[src/rtl/instr_fetch_unit.sv]
// instr_fetch_unit
//   Single-issue instruction fetch stage with an IDLE/RUN/HALT controller.
//   Reads instruction memory combinationally at the PC, registers the fetched
//   word and its address for the decode stage, follows absolute short jumps,
//   honours downstream stalls and redirects, and stops after accepting 8'hFF.
//
// Ports
//   clk          clock, all state on rising edge
//   reset_n      synchronous active-low reset
//   start        pulse: IDLE -> RUN
//   imem_addr    instruction memory address (the PC)
//   imem_data    instruction at imem_addr, same-cycle read
//   out_valid    out_instr/out_pc hold a fetched instruction
//   out_ready    decode stage accepts when high with out_valid
//   out_instr    fetched instruction word
//   out_pc       address out_instr came from
//   redirect     flush request from downstream
//   redirect_pc  new PC on redirect
//   halted       high in HALT
//   fetch_count  accepted instructions, saturating at 8'hFF
module instr_fetch_unit #(
   parameter logic [7:0] RESET_PC = 8'h00,
   parameter logic [2:0] JMP_OP   = 3'b011
) (
   input  logic       clk,
   input  logic       reset_n,
   input  logic       start,
   output logic [7:0] imem_addr,
   input  logic [7:0] imem_data,
   output logic       out_valid,
   input  logic       out_ready,
   output logic [7:0] out_instr,
   output logic [7:0] out_pc,
   input  logic       redirect,
   input  logic [7:0] redirect_pc,
   output logic       halted,
   output logic [7:0] fetch_count
);

   typedef enum logic [1:0] {
      ST_IDLE = 2'b00,
      ST_RUN  = 2'b01,
      ST_HALT = 2'b10
   } state_t;

   state_t     state_q, state_d;
   logic [7:0] pc_q, pc_d;
   logic       out_valid_q, out_valid_d;
   logic [7:0] out_instr_q, out_instr_d;
   logic [7:0] out_pc_q, out_pc_d;
   logic [7:0] fetch_count_q, fetch_count_d;
   logic       handshake;

   assign handshake = out_valid_q & out_ready;

   always_comb begin
      state_d       = state_q;
      pc_d          = pc_q;
      // An accepted word leaves the register unless a new fetch refills it.
      out_valid_d   = out_valid_q & ~out_ready;
      out_instr_d   = out_instr_q;
      out_pc_d      = out_pc_q;
      fetch_count_d = fetch_count_q;

      if (handshake && (fetch_count_q != 8'hFF)) begin
         fetch_count_d = fetch_count_q + 8'd1;
      end

      case (state_q)
         ST_IDLE: begin
            if (start) begin
               state_d = ST_RUN;
            end
         end
         ST_RUN: begin
            // Priority: redirect, then halt acceptance, then fetch.
            if (redirect) begin
               pc_d        = redirect_pc;
               out_valid_d = 1'b0;
            end else if (handshake && (out_instr_q == 8'hFF)) begin
               state_d     = ST_HALT;
               out_valid_d = 1'b0;
            end else if (!out_valid_q || out_ready) begin
               out_valid_d = 1'b1;
               out_instr_d = imem_data;
               out_pc_d    = pc_q;
               if (imem_data[7:5] == JMP_OP) begin
                  pc_d = {3'b000, imem_data[4:0]};
               end else begin
                  pc_d = pc_q + 8'd1;
               end
            end
         end
         ST_HALT: begin
         end
         default: begin
            state_d = ST_IDLE;
         end
      endcase
   end

   always_ff @(posedge clk) begin
      if (!reset_n) begin
         state_q       <= ST_IDLE;
         pc_q          <= RESET_PC;
         out_valid_q   <= 1'b0;
         out_instr_q   <= '0;
         out_pc_q      <= '0;
         fetch_count_q <= '0;
      end else begin
         state_q       <= state_d;
         pc_q          <= pc_d;
         out_valid_q   <= out_valid_d;
         out_instr_q   <= out_instr_d;
         out_pc_q      <= out_pc_d;
         fetch_count_q <= fetch_count_d;
      end
   end

   assign imem_addr   = pc_q;
   assign out_valid   = out_valid_q;
   assign out_instr   = out_instr_q;
   assign out_pc      = out_pc_q;
   assign fetch_count = fetch_count_q;
   assign halted      = (state_q == ST_HALT);

endmodule

[config.mk]
export PLATFORM = sky130hd
export DESIGN_NAME = instr_fetch_unit
export DESIGN_NICKNAME = d
export VERILOG_FILES = /design/src/rtl/instr_fetch_unit.sv
export SDC_FILE = /design/constraint.sdc
export NUM_CORES = 1
export LEC_CHECK = 0
export ABC_AREA = 1
export CORE_UTILIZATION = 34
export DETAILED_ROUTE_END_ITERATION = 12
export GPL_TIMING_DRIVEN = 0
export PLACE_DENSITY = 0.6
export SLEW_MARGIN = 20
export SYNTH_ARGS = -nofsm -noshare
export SYNTH_HDL_FRONTEND = slang
export SYNTH_SLANG_ARGS = --single-unit
[constraint.sdc]
create_clock -name clk -period 1.6 [get_ports clk]
set_input_delay 0.4 -clock clk [delete_from_list [all_inputs] [get_ports clk]]
set_output_delay 0.4 -clock clk [all_outputs]
set_load 0.005 [all_outputs]
==> impl_results.rst <==
.. list-table::
   :header-rows: 1

   * - Metric
     - Value
   * - Max Clock Skew
     - 0.00685 ns
   * - Measured slew at the worst slew-check pin
     - 0.549 ns
   * - End of the worst register-to-register path
     - fetch_count[6]
   * - Wire length of the first global-routing pass
     - 8.41 mm
   * - Status
     - completed
   * - Area of the die
     - 5780 µm²
   * - Initial cell density of the core
     - 35.8%
   * - Power density cells
     - 832 nW/µm²
   * - Crit path from
     - imem_addr[6]
   * - Largest area contributor in the netlist
     - sky130_fd_sc_hd__dfxtp_1
   * - Number of distinct library cell variants in the gate-level netlist after synthesis
     - 27
   * - Number of buffers inserted during clock tree synthesis
     - 5
   * - Peak per-stage delay on the critical path
     - 0.50 ns
   * - Ordered list of cells on the worst path
     - clkdlybuf4s50_1
   * - Clock tree from TritonCTS
     - built
   * - Synth top area share
     - 37.6%
   * - Required @ worst endpoint
     - 1.20 ns
   * - Via Count
     - 1998
   * - Die width
     - 76.0 µm
   * - Maximum clock frequency
     - 642 MHz
   * - Number of nets in the synthesized netlist
     - 302
   * - Vias per cell
     - 4.75
   * - Number of buffers and inverters on the critical path
     - 1
   * - Least setup slack across all paths after layout
     - 0.0419 ns
   * - Number of enable-type register cells in the synthesized netlist
     - 0
   * - Endpoint class of the critical path
     - output pin
   * - Crit-path max FO
     - 5
   * - Final Hold Vio Count
     - 0
   * - Sequential element share of the synthesized area
     - 37.6%
   * - Max Transition Viols Final
     - 0
   * - Number of max-cap violations
     - 0
   * - Combined area of the multi-input logic cells
     - 993 µm²
   * - Startpoint of the worst register-to-register path
     - fetch_count[0]
   * - FILL cells
     - 542
   * - DRT antenna net count
     - 0
   * - Buffers added on ports
     - 53
   * - Most common cell in the netlist
     - sky130_fd_sc_hd__nand2_1
   * - Post-Syn Area
     - 1860 µm²
   * - Top area cells in the synthesized netlist
     - sky130_fd_sc_hd__dfxtp_1 38%, sky130_fd_sc_hd__nand2_1 17%, sky130_fd_sc_hd__nand4_1 6.7%
   * - Warnings, synthesis
     - 0
   * - Slowest CP cell
     - sky130_fd_sc_hd__clkdlybuf4s50_1
   * - Critical path depth
     - 1
   * - Worst min path class
     - in2reg
   * - Share of synthesized flip-flops with an asynchronous set or reset
     - 0%
   * - Place WS
     - -0.325 ns
   * - Total of flip-flops plus latches after synthesis
     - 35
   * - GR Overflow Total
     - 0
   * - Rel. slew slack
     - 63.4%
   * - Placement row count
     - 26
   * - Wire length per cell
     - 11.9 µm
   * - Final weighted congestion in routability-driven placement
     - 0.811
   * - Aggregate global-route resource usage
     - 18.2%
   * - Clock latency at the later pin of the worst-skew pair
     - 0.29 ns
   * - Estimated wirelength of the detail-placed design
     - 3.70 mm
   * - Vias in the first global route
     - 1790
   * - Largest net degree at the start of global routing
     - 12
   * - Reg area
     - 741 µm²
   * - Clock tree root buffer cell
     - sky130_fd_sc_hd__clkbuf_8
   * - Average cell area after synthesis
     - 6.68 µm²
   * - DRC Markers
     - 0
   * - Number of buffers added to fix hold violations after cts
     - 0
   * - Sink Count
     - 35
   * - Hold WS
     - 0.409 ns
   * - Min Tclk post-route
     - 1.56 ns
   * - Period utilisation layout
     - 97.4%
   * - Clock slew at reported path FFs
     - 0.07 ns
   * - Post-layout net count
     - 373
   * - Core outline area
     - 5200 µm²
   * - Reg2Reg Setup Slack
     - 0.16 ns
   * - Total wirelength of the detailed-routed design
     - 5.02 mm
   * - FF-to-FF path depth
     - 7
   * - Diode count
     - 0
   * - Maximum ir drop on the vdd rail
     - 0.439 mV
   * - CP endpoint
     - imem_addr[6]
   * - Maximum clock path buffer count
     - 2
   * - Number of antenna violations at the first check in global routing
     - 0
   * - Area growth from synthesis to layout
     - 47.0%
   * - Critical path start-end classification
     - reg2out
   * - Commonest register cell after synthesis
     - sky130_fd_sc_hd__dfxtp_1
   * - IO Count
     - 55
   * - Leak
     - 1.15 nW
   * - Startpoint type of the worst setup path
     - flop
   * - First-pass DRT Iterations
     - 6
   * - Cells after synthesis
     - 279
   * - Data arrival time of the worst path
     - 1.16 ns
   * - Finish-stage setup viols
     - 0
   * - H-tree depth reported by CTS
     - 2
   * - Fraction of layout instances using a drive strength above 1
     - 16.2%
   * - Chip height
     - 76.0 µm
   * - Synth cell count leaders
     - 83 x sky130_fd_sc_hd__nand2_1, 35 x sky130_fd_sc_hd__dfxtp_1, 33 x sky130_fd_sc_hd__nor2_1
   * - Iter 0 DRT Violations
     - 88
   * - Top Family by Delay on Critical Path
     - buffers and inverters
   * - RSZ-0062 raised after global routing
     - yes
power by group:
part           leakage, nW  switching, W  internal, W
registers            0.294     0.0000534     0.000926
clock network       0.0612      0.000331     0.000504
logic                0.794      0.000227     0.000236
per-layer routing:
layer / global-route usage [%] / vias up / routed length [µm]
li1: - / 1057 / -
met1: 23.6 / 885 / 2460
met2: 29.6 / 49 / 2240
met3: 4.43 / 7 / 262
met4: 5.77 / 0 / 62
met5: 0 / - / 0
area by class of cell:
cell class / instances / area share [%]
clock inverters: 2 / 1.28
inverters: 30 / 4.11
plain buffers: 10 / 2.51
well taps: 70 / 3.20
multi-input cells: 204 / 36.3
repair buffers: 64 / 22.6
clock buffers: 6 / 3.02
flip-flops and latches: 35 / 27.0
cell families (layout without fill, tap and decap cells):
logic type / after synthesis / count (layout) / share of synthesized area, %
AOI/OAI and AO/OA: 37 / 37 / 11.0
xor gates and xnor gates: 1 / 1 / 0.470
adders and majority gates: 2 / 2 / 1.34
buffers and inverters: 40 / 112 / 9.40
DFF: 35 / 35 / 37.6
and+or+nand+nor: 164 / 164 / 40.2
cells in the final DEF, fill, tap and decap left out, drive strengths merged, types with 2 or more instances in the layout:
cell type      netlist  final
clkdlybuf4s50        0     48
dfxtp               35     35
ha                   2      2
o21ai                8      8
nand3b               2      2
buf                  8     18
a31oi                3      3
nand3               20     20
dlygate4sd2          0      2
nor2                37     37
nand2               84     84
nand4               20     20
dlymetal6s2s         0      3
clkinv               1      2
a21oi               24     24
inv                 29     29
clkbuf               2      9
sequential cells by signal, indices dropped and copies added (netlist names):
register and flops:
fetch_count 8, imem_addr 8, out_instr 8, out_pc 8
state_q 2, out_valid 1
repair_timing:
action | CTS | global route
buffers inserted | 1 | 10
endpoints found under the setup margin | 16 | 27
resized for setup | 17 | 17
worst min path at each step:
stage                     slack [ns]  startpoint  cells past startpoint        endpoint
after floorplan                 0.46   out_pc[0]                      2       out_pc[0]
after global placement          0.45   out_pc[1]                      2       out_pc[1]
after detailed placement        0.45   out_pc[1]                      2       out_pc[1]
after CTS                       0.41     reset_n                      3  fetch_count[3]
after global routing            0.42     reset_n                      3  fetch_count[3]
final                           0.41     reset_n                      3  fetch_count[3]
metrics by stage:
step | total power (W) | util, % | instance area, µm² | TNS, ns | std cells
global route | 0.00241 | 52.6 | 2740 | -0.000786 | 421
global placement | 0.00143 | 47.7 | 2480 | -5.72 | 402
finish | 0.00228 | 52.6 | 2740 | 0 | 421
floorplan | 0.00122 | - | 1860 | 0 | 279
CTS | 0.00227 | 50.5 | 2630 | 0 | 411
detailed placement | 0.00143 | 47.7 | 2480 | -6.18 | 402
Note: power is estimated with default switching activity, not from simulation.
